### config.mk
export PLATFORM = sky130hd
export DESIGN_NAME = regfile_scoreboard
export DESIGN_NICKNAME = d
export VERILOG_FILES = /design/src/rtl/regfile_scoreboard.sv
export SDC_FILE = /design/constraint.sdc
export NUM_CORES = 1
export LEC_CHECK = 0
export CORE_MARGIN = 2
export CORE_UTILIZATION = 62
export DETAILED_ROUTE_END_ITERATION = 10
export HOLD_SLACK_MARGIN = 0.08
export PLACE_DENSITY_LB_ADDON = 0.2
export SYNTH_ARGS = -nofsm -noshare
export SYNTH_HDL_FRONTEND = slang
export SYNTH_SLANG_ARGS = --single-unit
### constraint.sdc
create_clock -name i_clk -period 3.9 [get_ports i_clk]
set_input_delay 0.39 -clock i_clk [delete_from_list [all_inputs] [get_ports i_clk]]
set_output_delay 0.39 -clock i_clk [all_outputs]
set_load 0.01 [all_outputs]
### src/rtl/regfile_scoreboard.sv
// Per-thread register file with a deferred-load scoreboard.
// Top three registers are read-only %blockIdx, %blockDim, %threadIdx.
package states_pkg;
  localparam logic [2:0] S_REQUEST = 3'b011;
  localparam logic [2:0] S_UPDATE  = 3'b110;
  localparam logic [1:0] MUX_ARITH = 2'b00;
  localparam logic [1:0] MUX_MEM   = 2'b01;
  localparam logic [1:0] MUX_CONST = 2'b10;
endpackage

module regfile_scoreboard
  import states_pkg::*;
#(
  parameter int DATA_BITS         = 8,
  parameter int NUM_REGS          = 16,
  parameter int THREADS_PER_BLOCK = 4,
  parameter int THREAD_ID         = 0,
  localparam int ADDR_BITS        = $clog2(NUM_REGS)
) (
  input  logic                 i_clk,
  input  logic                 i_reset,
  input  logic                 i_enable,
  input  logic                 i_block_start,
  input  logic [7:0]           i_block_id,
  input  logic [2:0]           i_core_state,
  input  logic [ADDR_BITS-1:0] i_decoded_rd_address,
  input  logic [ADDR_BITS-1:0] i_decoded_rs_address,
  input  logic [ADDR_BITS-1:0] i_decoded_rt_address,
  input  logic                 i_decoded_reg_write_enable,
  input  logic [1:0]           i_decoded_reg_input_mux,
  input  logic [DATA_BITS-1:0] i_decoded_immediate,
  input  logic [DATA_BITS-1:0] i_alu_out,
  input  logic                 i_lsu_wb_valid,
  input  logic [ADDR_BITS-1:0] i_lsu_wb_addr,
  input  logic [DATA_BITS-1:0] i_lsu_wb_data,
  output logic [DATA_BITS-1:0] o_rs,
  output logic [DATA_BITS-1:0] o_rt,
  output logic                 o_hazard,
  output logic [NUM_REGS-1:0]  o_pending,
  output logic                 o_busy,
  output logic                 o_wb_error
);

  localparam int NWR = NUM_REGS - 3;
  localparam logic [ADDR_BITS-1:0] LAST_WR =
    ADDR_BITS'(NUM_REGS - 4);

  logic [DATA_BITS-1:0] r_regs [NWR];
  logic [DATA_BITS-1:0] r_block_idx;
  logic [NUM_REGS-1:0]  r_pending;
  logic [DATA_BITS-1:0] r_rs;
  logic [DATA_BITS-1:0] r_rt;
  logic                 r_hazard;
  logic                 r_wb_error;

  logic [DATA_BITS-1:0] w_view [NUM_REGS];
  logic                 w_wb_ok;
  logic                 w_byp_rs;
  logic                 w_byp_rt;
  logic                 w_byp_rd;
  logic                 w_haz;
  logic                 w_rd_ok;
  logic                 w_req;
  logic                 w_upd;

  always_comb begin
    for (int i = 0; i < NWR; i++) begin
      w_view[i] = r_regs[i];
    end
    w_view[NUM_REGS-3] = r_block_idx;
    w_view[NUM_REGS-2] = DATA_BITS'(THREADS_PER_BLOCK);
    w_view[NUM_REGS-1] = DATA_BITS'(THREAD_ID);
  end

  assign w_req   = (i_core_state == S_REQUEST);
  assign w_upd   = (i_core_state == S_UPDATE);
  assign w_rd_ok = (i_decoded_rd_address <= LAST_WR);

  // Only a writeback that retires an outstanding load is legal
  assign w_wb_ok = i_lsu_wb_valid
                 & (i_lsu_wb_addr <= LAST_WR)
                 & r_pending[i_lsu_wb_addr];

  assign w_byp_rs = w_wb_ok
    & (i_lsu_wb_addr == i_decoded_rs_address);
  assign w_byp_rt = w_wb_ok
    & (i_lsu_wb_addr == i_decoded_rt_address);
  assign w_byp_rd = w_wb_ok
    & (i_lsu_wb_addr == i_decoded_rd_address);

  assign w_haz =
      (r_pending[i_decoded_rs_address] & ~w_byp_rs)
    | (r_pending[i_decoded_rt_address] & ~w_byp_rt)
    | (i_decoded_reg_write_enable
       & r_pending[i_decoded_rd_address] & ~w_byp_rd);

  always_ff @(posedge i_clk) begin
    if (i_reset) begin
      r_rs     <= '0;
      r_rt     <= '0;
      r_hazard <= 1'b0;
    end else if (i_enable && w_req) begin
      r_rs <= w_byp_rs ? i_lsu_wb_data
                       : w_view[i_decoded_rs_address];
      r_rt <= w_byp_rt ? i_lsu_wb_data
                       : w_view[i_decoded_rt_address];
      r_hazard <= w_haz;
    end
  end

  always_ff @(posedge i_clk) begin
    if (i_reset) begin
      r_block_idx <= '0;
    end else if (i_enable && i_block_start) begin
      r_block_idx <= DATA_BITS'(i_block_id);
    end
  end

  // UPDATE is applied after writeback so it wins on a shared address
  always_ff @(posedge i_clk) begin
    if (i_reset) begin
      for (int i = 0; i < NWR; i++) begin
        r_regs[i] <= '0;
      end
      r_pending  <= '0;
      r_wb_error <= 1'b0;
    end else if (i_enable) begin
      if (w_wb_ok) begin
        r_regs[i_lsu_wb_addr]    <= i_lsu_wb_data;
        r_pending[i_lsu_wb_addr] <= 1'b0;
      end else if (i_lsu_wb_valid) begin
        r_wb_error <= 1'b1;
      end
      if (w_upd && i_decoded_reg_write_enable && w_rd_ok) begin
        case (i_decoded_reg_input_mux)
          MUX_ARITH:
            r_regs[i_decoded_rd_address] <= i_alu_out;
          MUX_CONST:
            r_regs[i_decoded_rd_address] <= i_decoded_immediate;
          MUX_MEM:
            r_pending[i_decoded_rd_address] <= 1'b1;
          default: ;
        endcase
      end
    end
  end

  assign o_rs       = r_rs;
  assign o_rt       = r_rt;
  assign o_hazard   = r_hazard;
  assign o_pending  = r_pending;
  assign o_busy     = |r_pending;
  assign o_wb_error = r_wb_error;

endmodule

==> results of run 1 <==
-- worst max-delay path: cells and delay by family --
family / cells / cell delay, ns
AND/OR/NAND/NOR: 4 / 1.47
buffers and inverters: 1 / 0.77
AO/OA/AOI/OAI: 2 / 0.42
-- metal layers --
layer | routed length (um) | share of wire (%) | vias to the layer above | global-route usage [%]
li1 | - | - | 3183 | -
met1 | 9710 | 36 | 3671 | 50.0
met2 | 12900 | 47 | 614 | 58.6
met3 | 3690 | 14 | 103 | 10.5
met4 | 958 | 3.5 | 0 | 15.3
met5 | 0 | 0 | - | 0
-- stage by stage --
stage | hold slack, ns | util [%] | total power [mW] | setup slack [ns] | area [um^2]
floorplan | 0.442 | - | 2.07 | 1.09 | 8850
global placement | 0.472 | 70.8 | 2.24 | 0.767 | 9860
detailed placement | 0.481 | 70.8 | 2.26 | 0.729 | 9860
CTS | 0.464 | 75.2 | 3.97 | 1.17 | 10500
global route | 0.485 | 75.2 | 4.07 | 0.941 | 10500
finish | 0.482 | 75.2 | 3.98 | 1.11 | 10500
-- how the worst min path moves through the flow --
stage	to	slack (ns)	cells past startpoint
floorplan	r_block_idx[0]$_SDFFE_PP0P_	0.44	2
global placement	r_block_idx[6]$_SDFFE_PP0P_	0.47	2
detailed placement	o_rs[5]$_SDFFE_PP0P_	0.48	2
CTS	o_pending[10]$_SDFFE_PP0P_	0.46	2
global route	o_pending[10]$_SDFFE_PP0P_	0.48	2
finish	o_pending[10]$_SDFFE_PP0P_	0.48	2
-- logic make-up (layout without fill, tap and decap cells) --
| kind of cell | Yosys count | after routing | synth area share [%] |
|---|---|---|---|
| simple gates | 230 | 230 | 14.1 |
| compound gates | 198 | 198 | 15.9 |
| flops | 146 | 146 | 44.8 |
| mux | 96 | 96 | 20.1 |
| buf+inv | 77 | 156 | 3.99 |
| xor+xnor | 12 | 12 | 1.19 |
-- final cells by class --
class | count | area share, %
Clock inverter | 12 | 1.73
Sequential cell | 146 | 37.8
Inverter | 4 | 0.143
Clock buffer | 20 | 4.17
Tap cell | 180 | 2.15
Multi-Input combinational cell | 536 | 43.3
Timing Repair Buffer | 120 | 10.7
-- sequential cells by signal (all words and copies together) (netlist names) --
signal	cells
r_regs	104
o_hazard	1
o_rs	8
o_rt	8
o_wb_error	1
o_pending	16
r_block_idx	8
-- power groups by stage --
stage / Combinational [mW] / Sequential [mW] / Clock [mW]
2_1_floorplan: 0.309 / 1.77 / 0
3_3_place_gp: 0.469 / 1.77 / 0
3_5_place_dp: 0.482 / 1.78 / 0
4_1_cts: 0.489 / 1.75 / 1.73
5_1_grt: 0.526 / 1.76 / 1.79
6_report: 0.500 / 1.75 / 1.72
-- cells in the final DEF, fill, tap and decap left out, types with 3 or more instances in the layout --
cell,Yosys,layout
nand4_1,4,4
nor3_1,3,3
dfxtp_1,42,42
a21oi_1,18,18
nor2b_1,15,15
inv_1,4,4
a211oi_1,3,3
bufinv_16,0,4
mux2i_1,12,12
o32ai_1,12,12
xor2_1,12,12
o2bb2ai_1,24,24
nand2b_1,33,33
and3_1,13,13
a32oi_1,3,3
nand3_1,17,17
edfxtp_1,104,104
nor2_1,54,54
o31ai_1,3,3
nand3b_1,15,15
clkdlybuf4s50_1,0,90
clkbuf_1,26,3
o22ai_1,66,66
clkbuf_16,0,17
o21ai_1,6,6
a22oi_1,35,35
nor4_1,8,8
buf_4,1,27
buf_2,30,3
mux2_2,20,20
o21ai_0,11,11
nand2_1,50,50
mux4_2,63,63
==> summary.txt, run 1 <==
Floorplanning
  – Die height: roughly 120 um
  – Number of top-level pins: 94
  – Die width: 123 um
  – Rows: 43
  – CORE AREA: about 14000 um^2
  – Starting Density: 63.5%
  – Die footprint: about 15000 um^2

Clock tree
  – Maximum clock path buffer count: 2
  – Resize count post-CTS: 0
  – Root Driver: clkbuf_16
  – Clk sinks: 146
  – # hold bufs at CTS: 0
  – Post-CTS Setup Repair Bufs: 0
  – Clk slew on worst S/H paths: 0.06 ns
  – CTS tree: yes
  – CTS Buf Count: 17
  – # H-tree levels: 4
  – Clk Latency, worst-skew pair: 0.43 ns

Place
  – Dpl hpwl: 19.5 mm
  – Placed insts: 986
  – Port bufs: 93
  – GP Congestion: 0.972

STA
  – Final setup vio count: 0
  – Max frequency: 0.359 GHz
  – Worst Clk Skew: 0.00674 ns
  – Slew @ Worst Pin: 1.06 ns
  – Final Hold Fails: 0
  – Final slew viol count: 0
  – Unrepaired setup endpoints after global routing: false
  – Slew margin rel.: between 20% and 30%
  – Sum Neg Setup Slack: 0 ns
  – Fin crit period: about 2.8 ns
  – Final critical-path share of the clock period: 71.5%

Setup path
  – CP Launch Point: i_lsu_wb_addr[1]
  – Worst path slowest cell: nor3b_1
  – Worst reg2reg path startpoint: o_pending[6]$_SDFFE_PP0P_
  – Worst r2r dst: r_regs[4][1]$_DFFE_PP_
  – Crit path to: r_regs[4][1]$_DFFE_PP_
  – CP max stage delay: between 0.8 and 0.9 ns
  – Critical Path AT: between 3 and 4 ns
  – CP startpoint kind: primary input
  – Crit Path Class: primary input to register
  – Flop2flop setup slack: 1.30 ns
  – Crit-path max FO: 12
  – CP Capture Type: register
  – Critical Path RT: 4.16 ns
  – Reg2Reg Depth: 6
  – Worst path cell trace: clkdlybuf4s50_1, or2_2, o221ai_1, nor2_1, nand3_1, nor3b_1, o2bb2ai_1

Pwr
  – P_leak: 3.46 nW
  – Sw Ratio: between 20 and 25%
  – Logic pwr share: ~13%
  – Pwr per Cell Area: roughly 380 nW/um^2
  – Clock share of power: between 40% and 50%
  – Sequential share of power: 44.1%
  – Int Pwr: 3.02 mW
  – Net Switching: 0.958 mW
  – Max VDD drop: 0.307 mV

Yosys
  – Gate count of the mapped netlist: roughly 760
  – Mean Syn Cell Area: 11.7 um^2
  – Most common library cells after synthesis: edfxtp_1 (104), o22ai_1 (66), mux4_2 (63), nor2_1 (54), nand2_1 (50)
  – Top-count cell post-synth: edfxtp_1
  – Syn_nets: 818
  – Synth warnings: 0
  – Synth top area cells: edfxtp_1 (35%), mux4_2 (16%), dfxtp_1 (9.5%), o22ai_1 (4.7%), a22oi_1 (3.0%)
  – Post-synth EDFFs: 104
  – Synth async-reset ratio: 0%
  – #FFs+latches synth: 146
  – Synth cell types: 58
  – Synth Flop Type: edfxtp_1
  – Synth top area share: roughly a third
  – Seq/Total Area, Yosys: 44.8%
  – Yosys top cell by area: edfxtp_1
  – Synthesized area: just under 9000 um^2

Final layout
  – Fillers: 888
  – Nets: 884
  – Area of the multi-input gates: 4540 um^2
  – Final Non-Filler Cells: 1018
  – Area Overhead vs Synth: 18.4%
  – FF/Latch Area: about 4000 um^2
  – N_diodes: 0
  – Share of layout cells above drive strength 1: 19.0%

Global route
  – GR Overflow Total: 0
  – GRT Util Overall: about 38%
  – First-pass GRT wire length: 41.9 mm
  – Initial antenna violation count: 0
  – Vias in the first global route: 7346
  – Largest net degree at the start of global routing: 39

Routing
  – DR DRC count: 0
  – Vias per inst: 7.44
  – Final ANT Viol Nets: 0
  – Initial DRC count: 1119
  – Vias: 7571
  – WL final: 27.3 mm
  – Post-DR wirelength/cell: 26.8 um
  – Pre-antenna DRT Iters: 7

Flow run
  – Max cap viols: 0

Status
  – Status: finished, final reports clean

Hold path
  – Beginning of the worst hold path: i_reset
  – Hold Crit Class: primary input to register
(Power assumes the default switching activity.)
==> inputs of run 2 (changes only) <==
Settings changed: CORE_UTILIZATION 62 to 52.
Clock period 3.9 ns to 2.39 ns, I/O delays scaled along.
==> run 2 against run 1 <==
Utilization fell by 5.4 points. Register-to-register slack lost 1.2 ns. Die area grew 19%. Clock power up 52%. Sequential cell count did not move. Count of clock-buffer cells in the layout down 3. Critical path type unchanged. Highest routed layer is now met5.
==> summary.txt, run 2 (same netlist as run 1, synthesis figures left out) <==
Status
  – Status: finished, final reports clean

Hold path
  – Hold Crit Class: primary input to register

STA
  – Fin crit period: 2.33 ns
  – Final critical-path share of the clock period: 97.3%
  – Worst Clk Skew: between 0.009 and 0.01 ns
  – Final WS setup: 0.0635 ns
  – Slew margin rel.: between 60% and 70%
  – Final slew viol count: 0
  – Final Hold Fails: 0
  – Unrepaired setup endpoints after global routing: false
  – Max frequency: approximately 0.43 GHz
  – Final setup vio count: 0
  – Slew @ Worst Pin: 0.592 ns

Routing
  – Vias: 7980
  – Initial DRC count: 1011
  – WL final: 28.9 mm
  – Post-DR wirelength/cell: 24.5 um
  – Pre-antenna DRT Iters: 5
  – Final ANT Viol Nets: 0
  – Vias per inst: 6.75
  – DR DRC count: 0

Flow run
  – Max cap viols: 0

Place
  – GP Congestion: 0.971
  – Dpl hpwl: 22.0 mm
  – Pre-CTS setup slack: -0.358 ns
  – Port bufs: slightly above 90
  – Placed insts: roughly 1100
  – Placed Area: 11000 um^2

Pwr
  – P_leak: just over 4 nW
  – Sequential share of power: 44.5%
  – Pwr per Cell Area: roughly 550 nW/um^2
  – Clock share of power: 40.9%
  – Net Switching: 1.69 mW
  – Int Pwr: roughly 4.7 mW
  – Sw Ratio: 26.4%
  – Logic pwr share: 14.7%
  – Max VDD drop: just under 0.6 mV

Final layout
  – Max reg flops: 104
  – Biggest register: r_regs
  – Share of layout cells above drive strength 1: ~30%
  – Nets: 1007
  – Most common cell after layout, fill and taps aside: buf_4
  – Area Overhead vs Synth: 30.9%
  – Fin area: between 10000 and 15000 um^2
  – Highest-count cells in the layout ignoring fill and taps: buf_4 (139), edfxtp_1 (104), clkdlybuf4s50_1 (90)
  – Final Non-Filler Cells: about 1200

Setup path
  – Crit Path Class: primary input to register
  – CP startpoint kind: primary input
  – CP Capture Type: register
  – Crit-path max FO: 10
  – Critical Path AT: 2.48 ns
  – Critical Path RT: 2.54 ns

Clock tree
  – Clk slew on worst S/H paths: 0.07 ns
  – Post-CTS Setup Repair Bufs: 0
  – # hold bufs at CTS: 0
  – # H-tree levels: 4
  – CTS Buf Count: 17
  – Root Driver: clkbuf_16
  – Clk Latency, worst-skew pair: 0.43 ns
  – CTS tree: yes
  – Maximum clock path buffer count: 2
  – Clk sinks: about 150

Floorplanning
  – Die height: 134 um
  – Die width: 134 um
  – Number of top-level pins: 94
  – Die footprint: 18100 um^2
  – Rows: 47
  – Starting Density: between 50 and 60%
  – CORE AREA: around 17000 um^2

Global route
  – Initial antenna violation count: 3
  – Vias in the first global route: between 7000 and 8000
  – GRT Util Overall: between 30% and 40%
  – First-pass GRT wire length: between 40 and 50 mm
  – GR Overflow Total: 0
  – Largest net degree at the start of global routing: 24
## run 2: cell types whose count changed in the layout (fill, tap and decap cells not counted), sizes merged
cell / delta
diode: +1
buf: +123
clkinv: +1
clkbuf: -3
inv: +5
bufinv: -3
## run 2: stage by stage
stage | setup TNS [ns] | hold slack [ns] | util [%] | total power [mW]
after floorplan | 0 | 0.401 | - | 3.39
after global placement | -38.45 | 0.473 | 66.2 | 3.79
after detailed placement | -45.68 | 0.476 | 66.2 | 3.82
after CTS | 0 | 0.208 | 69.7 | 6.39
after global routing | 0 | 0.243 | 69.8 | 6.57
final | 0 | 0.232 | 69.8 | 6.42
## run 2: final timing paths
kind	start	endpoint	slack, ns	cells past startpoint
max	i_lsu_wb_addr[0]	r_regs[11][1]$_DFFE_PP_	0.06	9
min	i_reset	o_pending[6]$_SDFFE_PP0P_	0.23	2
max reg2reg	o_pending[9]$_SDFFE_PP0P_	r_regs[1][7]$_DFFE_PP_	0.10	7
min reg2reg	r_block_idx[6]$_SDFFE_PP0P_	r_block_idx[6]$_SDFFE_PP0P_	0.49	2
## run 2: what timing repair did
action	in CTS	in global routing
resized for setup	0	5
endpoints found under the hold margin	0	0
endpoints found under the setup margin	0	29
## run 2: power by group through the flow
stage               logic [mW]  registers, mW  clock network, mW
floorplan                0.506           2.88                  0
global placement         0.893           2.89                  0
detailed placement       0.915           2.90                  0
CTS                      0.923           2.85               2.61
global route             0.994           2.86               2.72
finish                   0.941           2.85               2.62
## run 2: area by class of cell
class	count	area, um^2
sequential	146	3960
tap	220	275
multi-input combinational	536	4570
antenna	1	2.50
clock buffer	17	425
clock inverter	15	148
inverter	4	15.0
timing repair buffer	243	2180
fill	1237	5000
## run 2: per-layer routing
layer	wire (um)	vias up	track usage, %
li1	-	3437	-
met1	10800	3880	44.4
met2	13800	584	52.9
met3	3540	77	7.88
met4	802	2	11.2
met5	13	-	0
## run 2: critical path: stages
cell,delay (ns)
clkdlybuf4s50_1,0.45
buf_4,0.18
buf_4,0.14
mux2_2,0.33
o22ai_2,0.26
nor2_1,0.13
nand4_1,0.25
nand2b_1,0.35
o22ai_1,0.15
